### src/rtl/pipeline_disp_pkg.sv
// rtl/pipeline_disp_pkg.sv - shared types and constants for the pipeline display controller
package pipeline_disp_pkg;

  typedef enum logic {
    CLK_LO = 1'b0,
    CLK_HI = 1'b1
  } clk_state_t;

  localparam int DIGITS = 8;

  // Active-low {g,f,e,d,c,b,a}, index 15 (F) leftmost down to index 0.
  localparam logic [15:0][6:0] SEG_HEX = {
    7'h0E, 7'h06, 7'h21, 7'h46, 7'h03, 7'h08, 7'h10, 7'h00,
    7'h78, 7'h02, 7'h12, 7'h19, 7'h30, 7'h24, 7'h79, 7'h40
  };

endpackage

### src/rtl/btn_debounce.sv
// rtl/btn_debounce.sv - push-button synchroniser and debouncer with rising-level pulse
module btn_debounce #(
  parameter int DEBOUNCE_CYCLES = 1000000
) (
  input  logic clk,
  input  logic rst_n,
  input  logic btn_raw,
  output logic btn_level,
  output logic btn_pulse
);

  localparam int CW = (DEBOUNCE_CYCLES > 1) ? $clog2(DEBOUNCE_CYCLES) : 1;
  localparam logic [CW-1:0] CNT_MAX = CW'(DEBOUNCE_CYCLES - 1);

  logic          sync1_q, sync2_q;
  logic          sample_q, sample_d;
  logic [CW-1:0] cnt_q, cnt_d;
  logic          level_q, level_d;
  logic          pulse_q, pulse_d;

  // Any change of the synchronised input restarts the stability window.
  always_comb begin
    sample_d = sync2_q;
    cnt_d    = cnt_q;
    level_d  = level_q;
    if (sync2_q != sample_q) begin
      cnt_d = '0;
    end else if (cnt_q != CNT_MAX) begin
      cnt_d = cnt_q + 1'b1;
    end else begin
      level_d = sample_q;
    end
    pulse_d = level_d & ~level_q;
  end

  always_ff @(posedge clk or negedge rst_n) begin
    if (!rst_n) begin
      sync1_q  <= 1'b0;
      sync2_q  <= 1'b0;
      sample_q <= 1'b0;
      cnt_q    <= '0;
      level_q  <= 1'b0;
      pulse_q  <= 1'b0;
    end else begin
      sync1_q  <= btn_raw;
      sync2_q  <= sync1_q;
      sample_q <= sample_d;
      cnt_q    <= cnt_d;
      level_q  <= level_d;
      pulse_q  <= pulse_d;
    end
  end

  assign btn_level = level_q;
  assign btn_pulse = pulse_q;

endmodule

### src/rtl/pipeline_display_ctrl.sv
// rtl/pipeline_display_ctrl.sv - processor clock generator and 8-digit hex display of PC/WriteData
// Optional upper-half display selected by macro PIPE_DISP_HIGH_HALF_EN.
module pipeline_display_ctrl
  import pipeline_disp_pkg::*;
#(
  parameter int PROC_HALF       = 50000000,
  parameter int REFRESH_DIV     = 100000,
  parameter int DEBOUNCE_CYCLES = 1000000
) (
  input  logic        Clk,
  input  logic        Rst,
`ifdef PIPE_DISP_HIGH_HALF_EN
  input  logic        HalfSel,
`endif
  input  logic [31:0] WriteData,
  input  logic [31:0] PCValue,
  input  logic        StepMode,
  input  logic        StepBtn,
  output logic        ProcClk,
  output logic [7:0]  An,
  output logic [6:0]  Seg,
  output logic        Dp
);

  localparam int HW = $clog2(PROC_HALF);
  localparam int RW = $clog2(REFRESH_DIV);
  localparam logic [HW-1:0] HC_MAX = HW'(PROC_HALF - 1);
  localparam logic [RW-1:0] RC_MAX = RW'(REFRESH_DIV - 1);

  clk_state_t  state_q, state_d;
  logic [HW-1:0] hc_q, hc_d;
  logic [RW-1:0] rc_q, rc_d;
  logic [2:0]  d_q, d_d;
  logic        mode_s1_q, mode_s2_q;
  logic        proc_clk_q, proc_clk_d, proc_clk_d1_q;
  logic [31:0] pc_q, pc_d, wd_q, wd_d;
  logic [7:0]  an_q, an_d;
  logic [6:0]  seg_q, seg_d;
  logic        dp_q, dp_d;
  logic        cap_en, step_pulse, btn_level, half_s;
  logic [15:0] show_val;
  logic [3:0]  nib;

`ifdef PIPE_DISP_HIGH_HALF_EN
  logic half_s1_q, half_s2_q;
  always_ff @(posedge Clk or negedge Rst) begin
    if (!Rst) begin
      half_s1_q <= 1'b0;
      half_s2_q <= 1'b0;
    end else begin
      half_s1_q <= HalfSel;
      half_s2_q <= half_s1_q;
    end
  end
  assign half_s = half_s2_q;
`else
  assign half_s = 1'b0;
`endif

  btn_debounce #(.DEBOUNCE_CYCLES(DEBOUNCE_CYCLES)) u_step_btn (
    .clk       (Clk),
    .rst_n     (Rst),
    .btn_raw   (StepBtn),
    .btn_level (btn_level),
    .btn_pulse (step_pulse)
  );

  // Mode is only sampled in CLK_LO, so a running high phase always completes.
  always_comb begin
    state_d = state_q;
    hc_d    = hc_q;
    case (state_q)
      CLK_LO: begin
        if (mode_s2_q) begin
          hc_d = '0;
          if (step_pulse) state_d = CLK_HI;
        end else if (hc_q == HC_MAX) begin
          hc_d    = '0;
          state_d = CLK_HI;
        end else begin
          hc_d = hc_q + 1'b1;
        end
      end
      CLK_HI: begin
        if (hc_q == HC_MAX) begin
          hc_d    = '0;
          state_d = CLK_LO;
        end else begin
          hc_d = hc_q + 1'b1;
        end
      end
      default: begin
        hc_d    = '0;
        state_d = CLK_LO;
      end
    endcase
  end

  // Scan and segment data use the next-state values so a same-edge capture shows at once.
  always_comb begin
    proc_clk_d = (state_d == CLK_HI);
    cap_en     = proc_clk_q & ~proc_clk_d1_q;
    pc_d       = cap_en ? PCValue   : pc_q;
    wd_d       = cap_en ? WriteData : wd_q;
    rc_d       = (rc_q == RC_MAX) ? '0 : rc_q + 1'b1;
    d_d        = (rc_q == RC_MAX) ? d_q + 3'd1 : d_q;
    if (d_d[2]) show_val = half_s ? pc_d[31:16] : pc_d[15:0];
    else        show_val = half_s ? wd_d[31:16] : wd_d[15:0];
    nib        = show_val[{d_d[1:0], 2'b00} +: 4];
    seg_d      = SEG_HEX[nib];
    an_d       = ~(DIGITS'(1) << d_d);
    dp_d       = ~((d_d == 3'd4) || (half_s && (d_d == 3'd0)));
  end

  always_ff @(posedge Clk or negedge Rst) begin
    if (!Rst) begin
      state_q       <= CLK_LO;
      hc_q          <= '0;
      rc_q          <= '0;
      d_q           <= '0;
      mode_s1_q     <= 1'b0;
      mode_s2_q     <= 1'b0;
      proc_clk_q    <= 1'b0;
      proc_clk_d1_q <= 1'b0;
      pc_q          <= '0;
      wd_q          <= '0;
      an_q          <= 8'hFF;
      seg_q         <= 7'h7F;
      dp_q          <= 1'b1;
    end else begin
      state_q       <= state_d;
      hc_q          <= hc_d;
      rc_q          <= rc_d;
      d_q           <= d_d;
      mode_s1_q     <= StepMode;
      mode_s2_q     <= mode_s1_q;
      proc_clk_q    <= proc_clk_d;
      proc_clk_d1_q <= proc_clk_q;
      pc_q          <= pc_d;
      wd_q          <= wd_d;
      an_q          <= an_d;
      seg_q         <= seg_d;
      dp_q          <= dp_d;
    end
  end

  assign ProcClk = proc_clk_q;
  assign An      = an_q;
  assign Seg     = seg_q;
  assign Dp      = dp_q;

endmodule

### config.mk
export PLATFORM = sky130hd
export DESIGN_NAME = pipeline_display_ctrl
export DESIGN_NICKNAME = d
export VERILOG_FILES = /design/src/rtl/pipeline_disp_pkg.sv /design/src/rtl/btn_debounce.sv /design/src/rtl/pipeline_display_ctrl.sv
export SDC_FILE = /design/constraint.sdc
export NUM_CORES = 1
export LEC_CHECK = 0
export ABC_AREA = 1
export CAP_MARGIN = 20
export CORE_MARGIN = 2
export CORE_UTILIZATION = 55
export DETAILED_ROUTE_END_ITERATION = 10
export GPL_TIMING_DRIVEN = 0
export PLACE_DENSITY_LB_ADDON = 0.15
export SLEW_MARGIN = 20
export SYNTH_ARGS = -nofsm -noshare
export SYNTH_HDL_FRONTEND = slang
export SYNTH_HIERARCHICAL = 1
export SYNTH_SLANG_ARGS = --single-unit
### constraint.sdc
create_clock -name Clk -period 2.5 [get_ports Clk]
set_input_delay 0.5 -clock Clk [delete_from_list [all_inputs] [get_ports Clk]]
set_output_delay 0.5 -clock Clk [all_outputs]
set_load 0.05 [all_outputs]
==> out/results.ini <==
[min_path]
hold_class=input pin to asynchronous set/reset pin

[timing]
fin_crit_ns=2.39
setup_viol=0
slew_headroom=0.645
worst-slew-pin-transition_ns=0.532
setup_slack_ns=0.110
tns_ns=0
max_freq_mhz=418
worst_hold_slack_ns=0.0343
hold_viol=0
timing.final.crit_share=0.956
skew_ns=0.00800
slew_viol_final=0

[finish]
diodes=0
nets=965
fin_cells=1043
design_area_um2=8100
multi_input_area_um2=2850
layout.area.seq_um2=3070
area_delta_synth_final_pct=24.6
fill_cells=874
layout-drive-gt1-share=0.176
fin_util=0.706

[setup_path]
critPathArrivalTime_ns=2.74
critPathKind=flip-flop to flip-flop
max_stage_delay_ns=0.36
path_delay_family=simple AND/OR/NAND/NOR gates
crit_chain=ha_2 > nand3_2 > inv_2 > nand2_2 > nor2_4 > nand3b_1 > nand2_4 > buf_8 > nand3_1 > nand3_2 > nand2_4 > ha_4 > nand3_1 > nand3_1 > nand2_1
crit_slowest_cell=dfrtp_1
worstSetupEndpointType=flip-flop
cp_max_fo=7
cp-start-kind=flip-flop
crit_top_cell=nand3_1
crit_required_ns=2.85
path_buf_inv=2

[route]
wire_per_inst_um=14.4
remaining_drc_errors=0
ant_nets=0
dr_total_vias=5524
wl_um=15000
viasPerCell=5.30
drt_iter0_drc=485
dr.pass1.iters=5

[cts]
clockBufferDepth=2
cts_tree=built
cts_htree_levels=4
numCtsBuffers=17
insertion_delay_ns=0.42
clkSinkCount=122
clock-root-buffer=clkbuf_16
clk_pin_slew_ns=0.05

[die]
ioPinCount=85
die_x_um=113
fp-row-count=39
initial_core_util=0.567
design.die.area_um2=12700
coreArea_um2=11500
die_y_um=113

[synth]
ys_types=45
syn_area_um2=6500
async_flop_share=1.00
ys_seq_area_frac=0.472
ys_warn_count=6
ys_seq_elements=122
synth_edf_count=0
synth_area_per_cell_um2=8.06
ys.flop_type=dfrtp_1
synthCells=807
synth.net_count=885

[pwr]
power_mw=4.92
leakage_nw=4.26
peakVddDrop_mv=0.854
p_per_area_nw_per_um2=607

[placed_design]
port_buffers=52
dp_slack_ns=-0.128
gp_congestion=0.829
dp_hpwl_um=10200
placed_cell_area_um2=7230
dp.cells=1003

[global_route]
overflow=0
track_usage=0.242
grt_pass1_vias=5368
grt_max_degree=67
antenna_found_initial=0
grt_pass1_wl_um=24600

[job]
cap_violations=0

[outcome]
status=completed

[where the power goes]
group          internal (mW)  switching [mW]  total [mW]
registers               1.99          0.0123        2.00
logic                 0.0666          0.0804       0.147
clock network           1.92           0.853        2.77
total                   3.97           0.946        4.92
[worst register-to-register path: cells and delay by family, from the launching register on]
kind,cells,cell delay (ns)
adder cells (fa/ha/maj),2,0.49
buffers and inverters,2,0.22
AND/OR/NAND/NOR,11,1.25
flip-flops,1,0.36
[cells in the final DEF, fill, tap and decap left out, types with 5 or more instances in the layout]
| master | synthesis | layout |
|---|---|---|
| nand2_1 | 183 | 179 |
| inv_1 | 135 | 134 |
| dfrtp_1 | 107 | 106 |
| nand3_1 | 82 | 74 |
| nor2_1 | 68 | 68 |
| clkdlybuf4s50_1 | 0 | 51 |
| a21oi_1 | 24 | 24 |
| nand3_2 | 15 | 22 |
| o21ai_1 | 13 | 22 |
| o21ai_0 | 32 | 22 |
| clkbuf_16 | 0 | 17 |
| dfstp_2 | 15 | 15 |
| buf_4 | 4 | 12 |
| nor2_2 | 11 | 11 |
| xor2_1 | 11 | 11 |
| nand2_2 | 9 | 10 |
| nand4_1 | 10 | 10 |
| inv_2 | 9 | 9 |
| nand2_4 | 5 | 8 |
| clkbuf_1 | 2 | 7 |
| nor2_4 | 6 | 6 |
| bufinv_16 | 0 | 6 |
| buf_6 | 6 | 5 |
| nor3_1 | 5 | 5 |
| ha_1 | 10 | 5 |
[final timing paths]
check	cells after the start	end	slack [ns]	start
setup / recovery	15	Seg[3]$_DFF_PN1_	0.11	rc_q[0]$_DFF_PN0_
hold / removal	1	hc_q[21]$_DFF_PN0_	0.03	Rst
setup reg to reg	15	Seg[3]$_DFF_PN1_	0.11	rc_q[0]$_DFF_PN0_
hold reg to reg	0	u_step_btn/sample_d$_DFF_PN0_	0.35	u_step_btn/sync1_q$_DFF_PN0_
max in group asynchronous	2	An[6]$_DFF_PN1_	1.73	Rst
min in group Clk	0	u_step_btn/sample_d$_DFF_PN0_	0.35	u_step_btn/sync1_q$_DFF_PN0_
[cells in the mapped netlist, drive strengths merged (2+ instances only)]
library cell | number | area (µm²)
nand2 | 197 | 800
inv | 145 | 547
dfrtp | 107 | 2680
nand3 | 100 | 613
nor2 | 86 | 412
o21ai | 46 | 234
a21oi | 24 | 120
buf | 17 | 143
dfstp | 15 | 394
xor2 | 11 | 96.3
ha | 10 | 125
nand4 | 10 | 62.6
nor3 | 6 | 35.0
or2 | 5 | 31.3
nand3b | 4 | 30.0
nor4 | 4 | 25.0
xnor2 | 4 | 35.0
clkbuf | 3 | 15.0
o21a | 3 | 22.5
and2 | 2 | 12.5
nor3b | 2 | 20.0
[metal layers]
layer,share of wire,vias up,global-route usage
met5,0,-,0
met4,0.021,0,0.0894
met3,0.043,30,0.0648
met2,0.49,151,0.387
met1,0.45,2653,0.318
li1,-,2690,-
[area by class of cell]
class	count	area share
multi-input cells	520	0.351
clock buffers	24	0.0582
well taps	143	0.0221
repair buffers	61	0.0752
clock inverters	8	0.0235
plain buffers	20	0.0226
flip-flops and latches	122	0.379
inverters	145	0.0678
[sequential cells by signal (all words and copies together), names as in the netlist]
register / flops
wd_q: 16
mode_s1_q: 1
u_step_btn/sync1_q: 1
mode_s2_q: 1
pc_q: 16
d_q: 3
u_step_btn/sample_q: 1
u_step_btn/sample_d: 1
ProcClk: 1
hc_q: 26
u_step_btn/btn_level: 1
u_step_btn/btn_pulse: 1
An: 8
rc_q: 17
u_step_btn/cnt_q: 20
proc_clk_d1_q: 1
Seg: 7
[cell families after synthesis]
family / after synthesis / synth area share
and+or+nand+nor: 416 / 0.314
buffers and inverters: 165 / 0.108
DFF: 122 / 0.472
AOI/OAI and AO/OA: 79 / 0.0660
xor gates and xnor gates: 15 / 0.0202
adders and majority gates: 10 / 0.0192
[timing repair]
action	CTS	global route
hold buffers	0	0
gates resized for setup	6	39
endpoints found under the setup margin	5	7
pin swaps	0	12
setup buffers	0	8
(Power assumes the default switching activity.)
